### src/rtl/video_pixel_blend_pkg.sv
// Shared video definitions: ARGB4444 field layout, output width, fade range
// and the pixel pipeline depth.
package video_pixel_blend_pkg;

    localparam int CH_W     = 4;
    localparam int NUM_CH   = 3;
    localparam int A_LSB    = 12;
    localparam int R_LSB    = 8;
    localparam int G_LSB    = 4;
    localparam int B_LSB    = 0;
    localparam int OUT_W    = 12;
    localparam int FADE_MAX = 16;
    localparam int LATENCY  = 2;

    typedef struct packed {
        logic             vd;
        logic [OUT_W-1:0] rgb;
        logic [4:0]       fade;
    } s1_t;

    // Maps alpha 0..15 onto weight 0..16 so that A=15 is fully opaque.
    function automatic logic [4:0] alpha_weight(input logic [CH_W-1:0] a);
        return {1'b0, a} + {4'b0000, a[CH_W-1]};
    endfunction

    function automatic logic [4:0] clamp_fade(input logic [4:0] f);
        return (f > 5'(FADE_MAX)) ? 5'(FADE_MAX) : f;
    endfunction

endpackage

### src/rtl/video_pixel_mul4x5.sv
// Per-channel scale: p = (a * b) >> 4 with truncation.
module video_pixel_mul4x5 (
    input  logic [3:0] a,
    input  logic [4:0] b,
    output logic [3:0] p
);

    logic [8:0] prod;

    assign prod = {5'b00000, a} * {4'b0000, b};
    assign p    = 4'(prod >> 4);

endmodule

### src/rtl/video_pixel_blend.sv
// Two-stage ARGB4444 -> RGB444 pipeline: alpha blend against a background
// colour (S1), then global fade (S2), with frame-synchronous shadow settings.
module video_pixel_blend
    import video_pixel_blend_pkg::*;
#(
    parameter int pColorDepth = 16,
    parameter int pCntWidth   = 20
) (
    input  logic                       iClk,
    input  logic                       iRst,
    input  logic [pColorDepth-1:0]     iPixel,
    input  logic                       iPixelVd,
    output logic                       oPixelRdy,
    output logic [pColorDepth*3/4-1:0] oPixel,
    output logic                       oPixelVd,
    input  logic                       iPixelRdy,
    input  logic [OUT_W-1:0]           iBgColor,
    input  logic [4:0]                 iFade,
    input  logic                       iBlendEn,
    input  logic                       iFrameStart,
    output logic [pCntWidth-1:0]       oPixelCnt
);

    logic                 en;
    logic                 in_xfer;
    logic                 out_xfer;
    logic [OUT_W-1:0]     sh_bg_reg;
    logic [4:0]           sh_fade_reg;
    logic                 sh_blend_reg;
    logic [OUT_W-1:0]     eff_bg;
    logic [4:0]           eff_fade;
    logic                 eff_blend;
    logic [4:0]           weight;
    s1_t                  s1_reg;
    s1_t                  s1_next;
    logic                 s2_vd_reg;
    logic [OUT_W-1:0]     s2_rgb_reg;
    logic [OUT_W-1:0]     c1_next;
    logic [OUT_W-1:0]     c2_next;
    logic [pCntWidth-1:0] cnt_reg;

    assign en        = ~s2_vd_reg | iPixelRdy;
    assign oPixelRdy = en;
    assign in_xfer   = iPixelVd & en;
    assign out_xfer  = s2_vd_reg & iPixelRdy;

    // A pixel accepted on the frame-start cycle already sees the new settings.
    assign eff_bg    = iFrameStart ? iBgColor : sh_bg_reg;
    assign eff_fade  = iFrameStart ? clamp_fade(iFade) : sh_fade_reg;
    assign eff_blend = iFrameStart ? iBlendEn : sh_blend_reg;
    assign weight    = alpha_weight(iPixel[A_LSB +: CH_W]);

    generate
        for (genvar gi = 0; gi < NUM_CH; gi++) begin : g_ch
            logic [CH_W-1:0] fg;
            logic [CH_W-1:0] bg;
            logic            fg_ge;
            logic [CH_W-1:0] diff;
            logic [CH_W-1:0] base;
            logic [4:0]      wsel;
            logic [CH_W-1:0] term;

            assign fg    = iPixel[gi*CH_W +: CH_W];
            assign bg    = eff_bg[gi*CH_W +: CH_W];
            assign fg_ge = (fg >= bg);
            // fg*w + bg*(16-w) rewritten as min + |fg-bg|*weight', which gives
            // the identical truncated result with a single unsigned multiply.
            assign diff  = fg_ge ? (fg - bg) : (bg - fg);
            assign base  = fg_ge ? bg : fg;
            assign wsel  = fg_ge ? weight : (5'(FADE_MAX) - weight);

            video_pixel_mul4x5 u_blend (
                .a (diff),
                .b (wsel),
                .p (term)
            );

            assign c1_next[gi*CH_W +: CH_W] = eff_blend ? (base + term) : fg;

            video_pixel_mul4x5 u_fade (
                .a (s1_reg.rgb[gi*CH_W +: CH_W]),
                .b (s1_reg.fade),
                .p (c2_next[gi*CH_W +: CH_W])
            );
        end
    endgenerate

    // The fade value travels with the pixel so later shadow loads cannot affect it.
    always_comb begin
        s1_next      = s1_reg;
        s1_next.vd   = in_xfer;
        s1_next.rgb  = c1_next;
        s1_next.fade = eff_fade;
    end

    always_ff @(posedge iClk or negedge iRst) begin
        if (!iRst) begin
            sh_bg_reg    <= '0;
            sh_fade_reg  <= 5'(FADE_MAX);
            sh_blend_reg <= 1'b0;
        end else if (iFrameStart) begin
            sh_bg_reg    <= iBgColor;
            sh_fade_reg  <= clamp_fade(iFade);
            sh_blend_reg <= iBlendEn;
        end
    end

    always_ff @(posedge iClk or negedge iRst) begin
        if (!iRst) begin
            s1_reg     <= '0;
            s2_vd_reg  <= 1'b0;
            s2_rgb_reg <= '0;
        end else if (en) begin
            s1_reg     <= s1_next;
            s2_vd_reg  <= s1_reg.vd;
            s2_rgb_reg <= c2_next;
        end
    end

    always_ff @(posedge iClk or negedge iRst) begin
        if (!iRst) begin
            cnt_reg <= '0;
        end else if (iFrameStart) begin
            cnt_reg <= out_xfer ? {{(pCntWidth-1){1'b0}}, 1'b1} : '0;
        end else if (out_xfer) begin
            cnt_reg <= cnt_reg + {{(pCntWidth-1){1'b0}}, 1'b1};
        end
    end

    assign oPixel    = s2_rgb_reg;
    assign oPixelVd  = s2_vd_reg;
    assign oPixelCnt = cnt_reg;

endmodule
### config.mk
export PLATFORM = sky130hd
export DESIGN_NAME = video_pixel_blend
export DESIGN_NICKNAME = d
export VERILOG_FILES = /design/src/rtl/video_pixel_blend_pkg.sv /design/src/rtl/video_pixel_mul4x5.sv /design/src/rtl/video_pixel_blend.sv
export SDC_FILE = /design/constraint.sdc
export NUM_CORES = 1
export LEC_CHECK = 0
export ABC_AREA = 1
export CORE_ASPECT_RATIO = 0.5
export CORE_MARGIN = 4
export CORE_UTILIZATION = 48
export CTS_BUF_LIST = sky130_fd_sc_hd__clkbuf_16
export CTS_CLUSTER_SIZE = 12
export DETAILED_ROUTE_END_ITERATION = 7
export PLACE_DENSITY = 0.73
export SLEW_MARGIN = 15
export SYNTH_ARGS = -nofsm -noshare
export SYNTH_HDL_FRONTEND = slang
export SYNTH_HIERARCHICAL = 1
export SYNTH_SLANG_ARGS = --single-unit
### constraint.sdc
create_clock -name iClk -period 6.55 [get_ports iClk]
set_input_delay 1.965 -clock iClk [delete_from_list [all_inputs] [get_ports iClk]]
set_output_delay 1.965 -clock iClk [all_outputs]
set_load 0.01 [all_outputs]
# Word level (Yosys, flattened, before mapping)
# Cells that the tools add are included.
dict set report word_totals {
  mem_bits_ro 0
  out_inout_bits 34
  ff_bits 69
  elab_cells 55
  latch_bits 0
  n_memories 0
  ram_bits 0
  in_bits 39
}
dict set report classes {
  n_div 0
  mux 19
  bitwise 4
  add_sub_neg 12
  mul 6
  order_cmp 4
  eq_ne 0
  shift 0
  n_reduce_logical 1
}
# op n
set ops {}
lappend ops {{$mul 4x5->8} 6}
lappend ops {{$mux 20} 2}
lappend ops {{$mux 4} 9}
lappend ops {{$mux 5} 5}
lappend ops {{$sub 4x4->4} 6}
lappend ops {{$add 20x1->20 const B} 1}
lappend ops {{$add 4x4->4} 3}
lappend ops {{$ge 4x4->1} 3}
lappend ops {{$mux 12} 1}
lappend ops {{$add 4x1->5} 1}
lappend ops {{$gt 5x5->1 const B} 1}
lappend ops {{$sub 5x5->5 const A} 1}
lappend ops {{$and 1x1->1} 2}
lappend ops {{$mux 1} 2}
lappend ops {{$reduce_bool 2->1} 1}
lappend ops {{$not 1->1} 1}
lappend ops {{$or 1x1->1} 1}

# Logic depth before layout (Yosys ltp)
dict set report depth {
  ltp_word 6
  mapped_depth 37
  depth_no_buf 36
}

# By module
# Netlist, hierarchy kept.
# mod area_each_um2 seq_area_each_um2 cells_each n_inst
set by_module_without_submodules {}
lappend by_module_without_submodules {video_pixel_blend 4712.0 1727.9 614 1}
lappend by_module_without_submodules {video_pixel_mul4x5 529.3 0.0 85 6}

# Worst setup path before layout
# OpenSTA, ideal clock, no wires.
dict set report synth_path {
  kind {input port to flip-flop}
  from {in iFrameStart}
  to {reg s1_reg[16] (netlist bit)}
  t_required_ns 6.434
  setup_slack_ns -0.170
  setup_ns 0.116
  t_arrival_ns 6.604
  cell_stages 33
  path_buffers 2
  cell_sequence {inv_2 > buf_6 > or2_2 > o21ai_2 > inv_1 > ha_1 > fa_1 > nand2_1 > nand2_1 > nand2_2 > inv_1 > buf_2 > nand2_1 > o21ai_0 > nand2_1 > inv_1 > fa_1 > inv_1 > fa_1 > inv_1 > ha_1 > a21oi_1 > nand2_1 > xor2_1 > ha_1 > nand3_1 > nand3_1 > nand2_1 > inv_1 > nand2_1 > nand3_1 > nand2_1 > nand2_1}
}
dict set report synth_via {
  elab_chain_cells 6
  word_cells_on_any_way 11
  cone_classes {add/sub: 3; mul: 1; order compare: 1; mux: 6}
}
# element line
set synth_lines {}
lappend synth_lines {{from (decl)} video_pixel_blend.sv:20} ;# input logic iFrameStart,
lappend synth_lines {{$mux 12} n/a}
lappend synth_lines {{net eff_bg[8]} video_pixel_blend.sv:30} ;# logic [OUT_W-1:0] eff_bg;
lappend synth_lines {{$ge 4x4->1} video_pixel_blend.sv:65} ;# assign fg_ge = (fg >= bg);
lappend synth_lines {{$mux 5} video_pixel_blend.sv:70} ;# assign wsel = fg_ge ? weight : (5'(FADE_MAX) - weight);
lappend synth_lines {{net g_ch[2].wsel[2]} video_pixel_blend.sv:60} ;# logic [4:0] wsel;
lappend synth_lines {{$mul 4x5->8} video_pixel_mul4x5.sv:10} ;# assign prod = {5'b00000, a} * {4'b0000, b};
lappend synth_lines {{net g_ch[2].term[1]} video_pixel_blend.sv:61} ;# logic [CH_W-1:0] term;
lappend synth_lines {{$add 4x4->4} video_pixel_blend.sv:78} ;# assign c1_next[gi*CH_W +: CH_W] = eff_blend ? (base + term) : fg;
lappend synth_lines {{$mux 4} video_pixel_blend.sv:78}
lappend synth_lines {{to (signal assigned)} video_pixel_blend.sv:114} ;# s1_reg <= s1_next;
lappend synth_lines {{to (decl)} video_pixel_blend.sv:34} ;# s1_t s1_reg;
# The timed path passes the listed nets, and every way through them passes these cells.
# A chain may end at the register's enable or synchronous reset.

# Final worst setup path
dict set report layout_path {
  from {in iBgColor[9]}
  to {reg s1_reg[15] (netlist bit)}
}
dict set report layout_via {
  elab_chain_cells 6
  word_cells_on_any_way 10
  cone_classes {add/sub: 3; mul: 1; order compare: 1; mux: 5}
}
# element line
set layout_lines {}
lappend layout_lines {{from (decl)} video_pixel_blend.sv:17} ;# input logic [OUT_W-1:0] iBgColor,
lappend layout_lines {{$mux 12 *} n/a}
lappend layout_lines {{net eff_bg[9]} video_pixel_blend.sv:30}
lappend layout_lines {{$sub 4x4->4 or $ge 4x4->1 (tied branches)} {video_pixel_blend.sv:68, video_pixel_blend.sv:65}}
lappend layout_lines {{$mux 4 *} video_pixel_blend.sv:68} ;# assign diff = fg_ge ? (fg - bg) : (bg - fg);
lappend layout_lines {{net g_ch[2].diff[2]} video_pixel_blend.sv:58} ;# logic [CH_W-1:0] diff;
lappend layout_lines {{$mul 4x5->8 *} video_pixel_mul4x5.sv:10}
lappend layout_lines {{net g_ch[2].term[2]} video_pixel_blend.sv:61}
lappend layout_lines {{$add 4x4->4 *} video_pixel_blend.sv:78}
lappend layout_lines {{$mux 4 *} video_pixel_blend.sv:78}
# The timed path passes the listed nets; every way through them passes the cells marked *.

==> impl_metrics.yaml <==
power_and_ir_drop:
  leakage_nw: 6.240
  peakVddDrop_v: 0.0002627
  p_per_area_nw_per_um2: 377.6
clock_network:
  root_buffer: "clkbuf_16"
  clk_pin_slew_ns: 0.06
  cts.htree.levels: 3
  cts_tree: "yes"
  cts.path.max_buffers: 2
  postCtsHoldBufs: 0
  clock_latency_ns: 0.35
  clock-sinks: 69
  cts_buffers: 9
logic_synthesis:
  synthCells: 1124
  synth_top_area_share: 0.2157
  synth_most_common_cell: "nand2_1"
  synth_top_area_cell: "dfrtp_1"
  synth-edff-count: 0
  ys_seq_area_frac: 0.2191
  ys_seq_elements: 69
  ys_top_cells_by_count: "nand2_1, inv_1, ha_1"
  yosys-top-cells-area: "dfrtp_1, nand2_1, ha_1"
  syn_area_per_cell_um2: 7.017
  ys.warnings.count: 6
  syn_nets: 1290
  async_reset_ff_frac: 1.000
  synthFlopType: "dfrtp_1"
  synthesis.area_um2: 7888
  synth.distinct_cells: 38
outcome:
  violations: "negative setup slack"
  status: "complete, but fails checks"
timing:
  hold_viol: 0
  skew_ns: 0.008844
  setup_violations: 9
  rsz0062_at_grt: "yes"
  fin_crit_sh: 1.045
  worst_slew_pin_slew_ns: 0.8002
  slew_headroom: 0.4652
  fin_crit_ns: 6.846
  drv_slew: 0
  fmax_mhz: 146.1
  finalWorstSetupSlack_ns: -0.2959
worst_setup_path:
  crit_slowest_cell: "fa_1"
  critPathCaptureType: "register"
  startpoint: "iBgColor[9]"
  r2r_start: "sh_bg_reg[11]$_DFF_PN0_"
  cp_max_fo: 6
  start_kind: "input port"
  rr_endpoint: "s1_reg[15]$_DFFE_PN0N_"
  crit_type: "in2reg"
  rr_worst_depth: 28
  required_ns: 6.79
  r2r_slack_ns: 1.37
  cp.arrival_ns: 7.09
  slowest_delay_ns: 0.52
global_routing:
  grt_max_degree: 47
  antenna_found_initial: 0
  overflow: 0
  grt_pass1_vias: 7713
  grt_pass1_wl_um: 36230
  grt_usage: 0.2334
floorplan:
  rows: 32
  num_io_pins: 73
  coreArea_um2: 15740
  die_h_um: 98.65
  die_w_um: 189.3
  start_util: 0.5013
  dieArea_um2: 18670
layout:
  num-fill-cells: 1057
  fin_cells: 1589
  layout.nets: 1529
  largest_reg_flops: 20
  n_antenna_cell: 0
  area_growth_pct: 44.64
  drive_gt1_frac: 0.2909
  final_cell_area_um2: 11410
  fin_util: 0.7250
worst_hold_path:
  hp-class: "reg2reg"
  hold_depth: 2
  whs_endpoint: "oPixelVd$_DFFE_PN0N_"
  hold_start: "s1_reg[17]$_DFFE_PN0N_"
detailed_routing:
  drtIter0Drc: 821
  via_per_inst: 5.531
  num_vias: 8788
  drc: 0
  drtAntennaViolNets: 0
  post_drt_wl_per_cell_um: 17.74
  drt_pass1_iterations: 8
  drt-total-wl_um: 28190
place:
  dp_hpwl_um: 15550
  io_buffers: 72
  place_ws_ns: -0.9190
  dp_cells: 1516
  gp_congestion: 0.9211
  place_area_um2: 9742
flow_run:
  cap_violations: 0
## worst max-delay path by stage
stage / end / slack (ns) / depth (start not counted)
floorplan: s1_reg[15]$_DFFE_PN0N_ / 0.005 / 29
global placement: s1_reg[7]$_DFFE_PN0N_ / -0.83 / 28
detailed placement: s1_reg[8]$_DFFE_PN0N_ / -0.92 / 34
CTS: sh_bg_reg[0]$_DFF_PN0_ / 0.002 / 41
global route: s1_reg[15]$_DFFE_PN0N_ / -0.41 / 28
finish: s1_reg[15]$_DFFE_PN0N_ / -0.30 / 28
## layout by cell type, fill, tap and decap left out, types with 21 or more instances in the layout
cell type and count:
nand2_1 350, inv_1 196, buf_4 163, dfrtp_1 68, clkdlybuf4s50_1 67, ha_1 60
nand2_2 50, nor2_1 38, nand3_1 35, fa_1 33, o21ai_0 30, ha_4 25
a21oi_1 23, inv_2 21
## repair_timing
action,CTS,global route
setup endpoints to repair,9,10
buffers inserted,43,17
pin swaps,20,78
gates cloned,1,0
hold endpoints to repair,0,0
resized for setup,51,155
## per-stage QoR
stage | hold slack [ns] | total power (W) | setup TNS (ns)
floorplan | 0.4198 | 0.002052 | 0
global placement | 0.4304 | 0.002700 | -6.196
detailed placement | 0.4447 | 0.002773 | -7.376
CTS | 0.4612 | 0.003546 | 0
global route | 0.4960 | 0.004583 | -2.624
finish | 0.4598 | 0.004307 | -1.508
## report_power, final
group	switching [W]	internal, W	total, W
sequential	0.000113	0.000516	0.000630
combinational	0.00170	0.00140	0.00310
clock	0.000207	0.000374	0.000581
total	0.00202	0.00229	0.00431
## critical path, delay by kind of cell
kind	cells	cell delay, ns
fa+ha+maj	5	1.95
compound gates	3	0.54
buf+inv	4	0.77
xor+xnor	2	0.32
simple gates	14	1.54
## kinds of logic (layout without fill, tap and decap cells)
| kind of cell | after synthesis | in the layout | synth area share |
|---|---|---|---|
| simple gates | 538 | 538 | 0.2981 |
| buf+inv | 236 | 480 | 0.1172 |
| fa+ha+maj | 127 | 127 | 0.2386 |
| compound gates | 118 | 118 | 0.08566 |
| flops | 69 | 69 | 0.2191 |
| xor+xnor | 33 | 33 | 0.03760 |
| mux | 3 | 3 | 0.003807 |
## area by class of cell
class / count / area (um^2) / area share
repair buffers: 242 / 2038 / 0.1787
multi-input cells: 819 / 6168 / 0.5407
well taps: 221 / 276.5 / 0.02424
clock inverters: 7 / 122.6 / 0.01075
clock buffers: 9 / 225.2 / 0.01974
flip-flops and latches: 69 / 1728 / 0.1515
repair inverters: 1 / 7.507 / 0.0006580
inverters: 221 / 842.1 / 0.07381
## metal layers
layer / share of wire / up-vias / GRT usage
li1: - / 3947 / -
met1: 0.39 / 4079 / 0.2959
met2: 0.45 / 542 / 0.4044
met3: 0.082 / 220 / 0.04034
met4: 0.078 / 0 / 0.08611
met5: 0 / - / 0
Power figures use the tool's default switching activity.
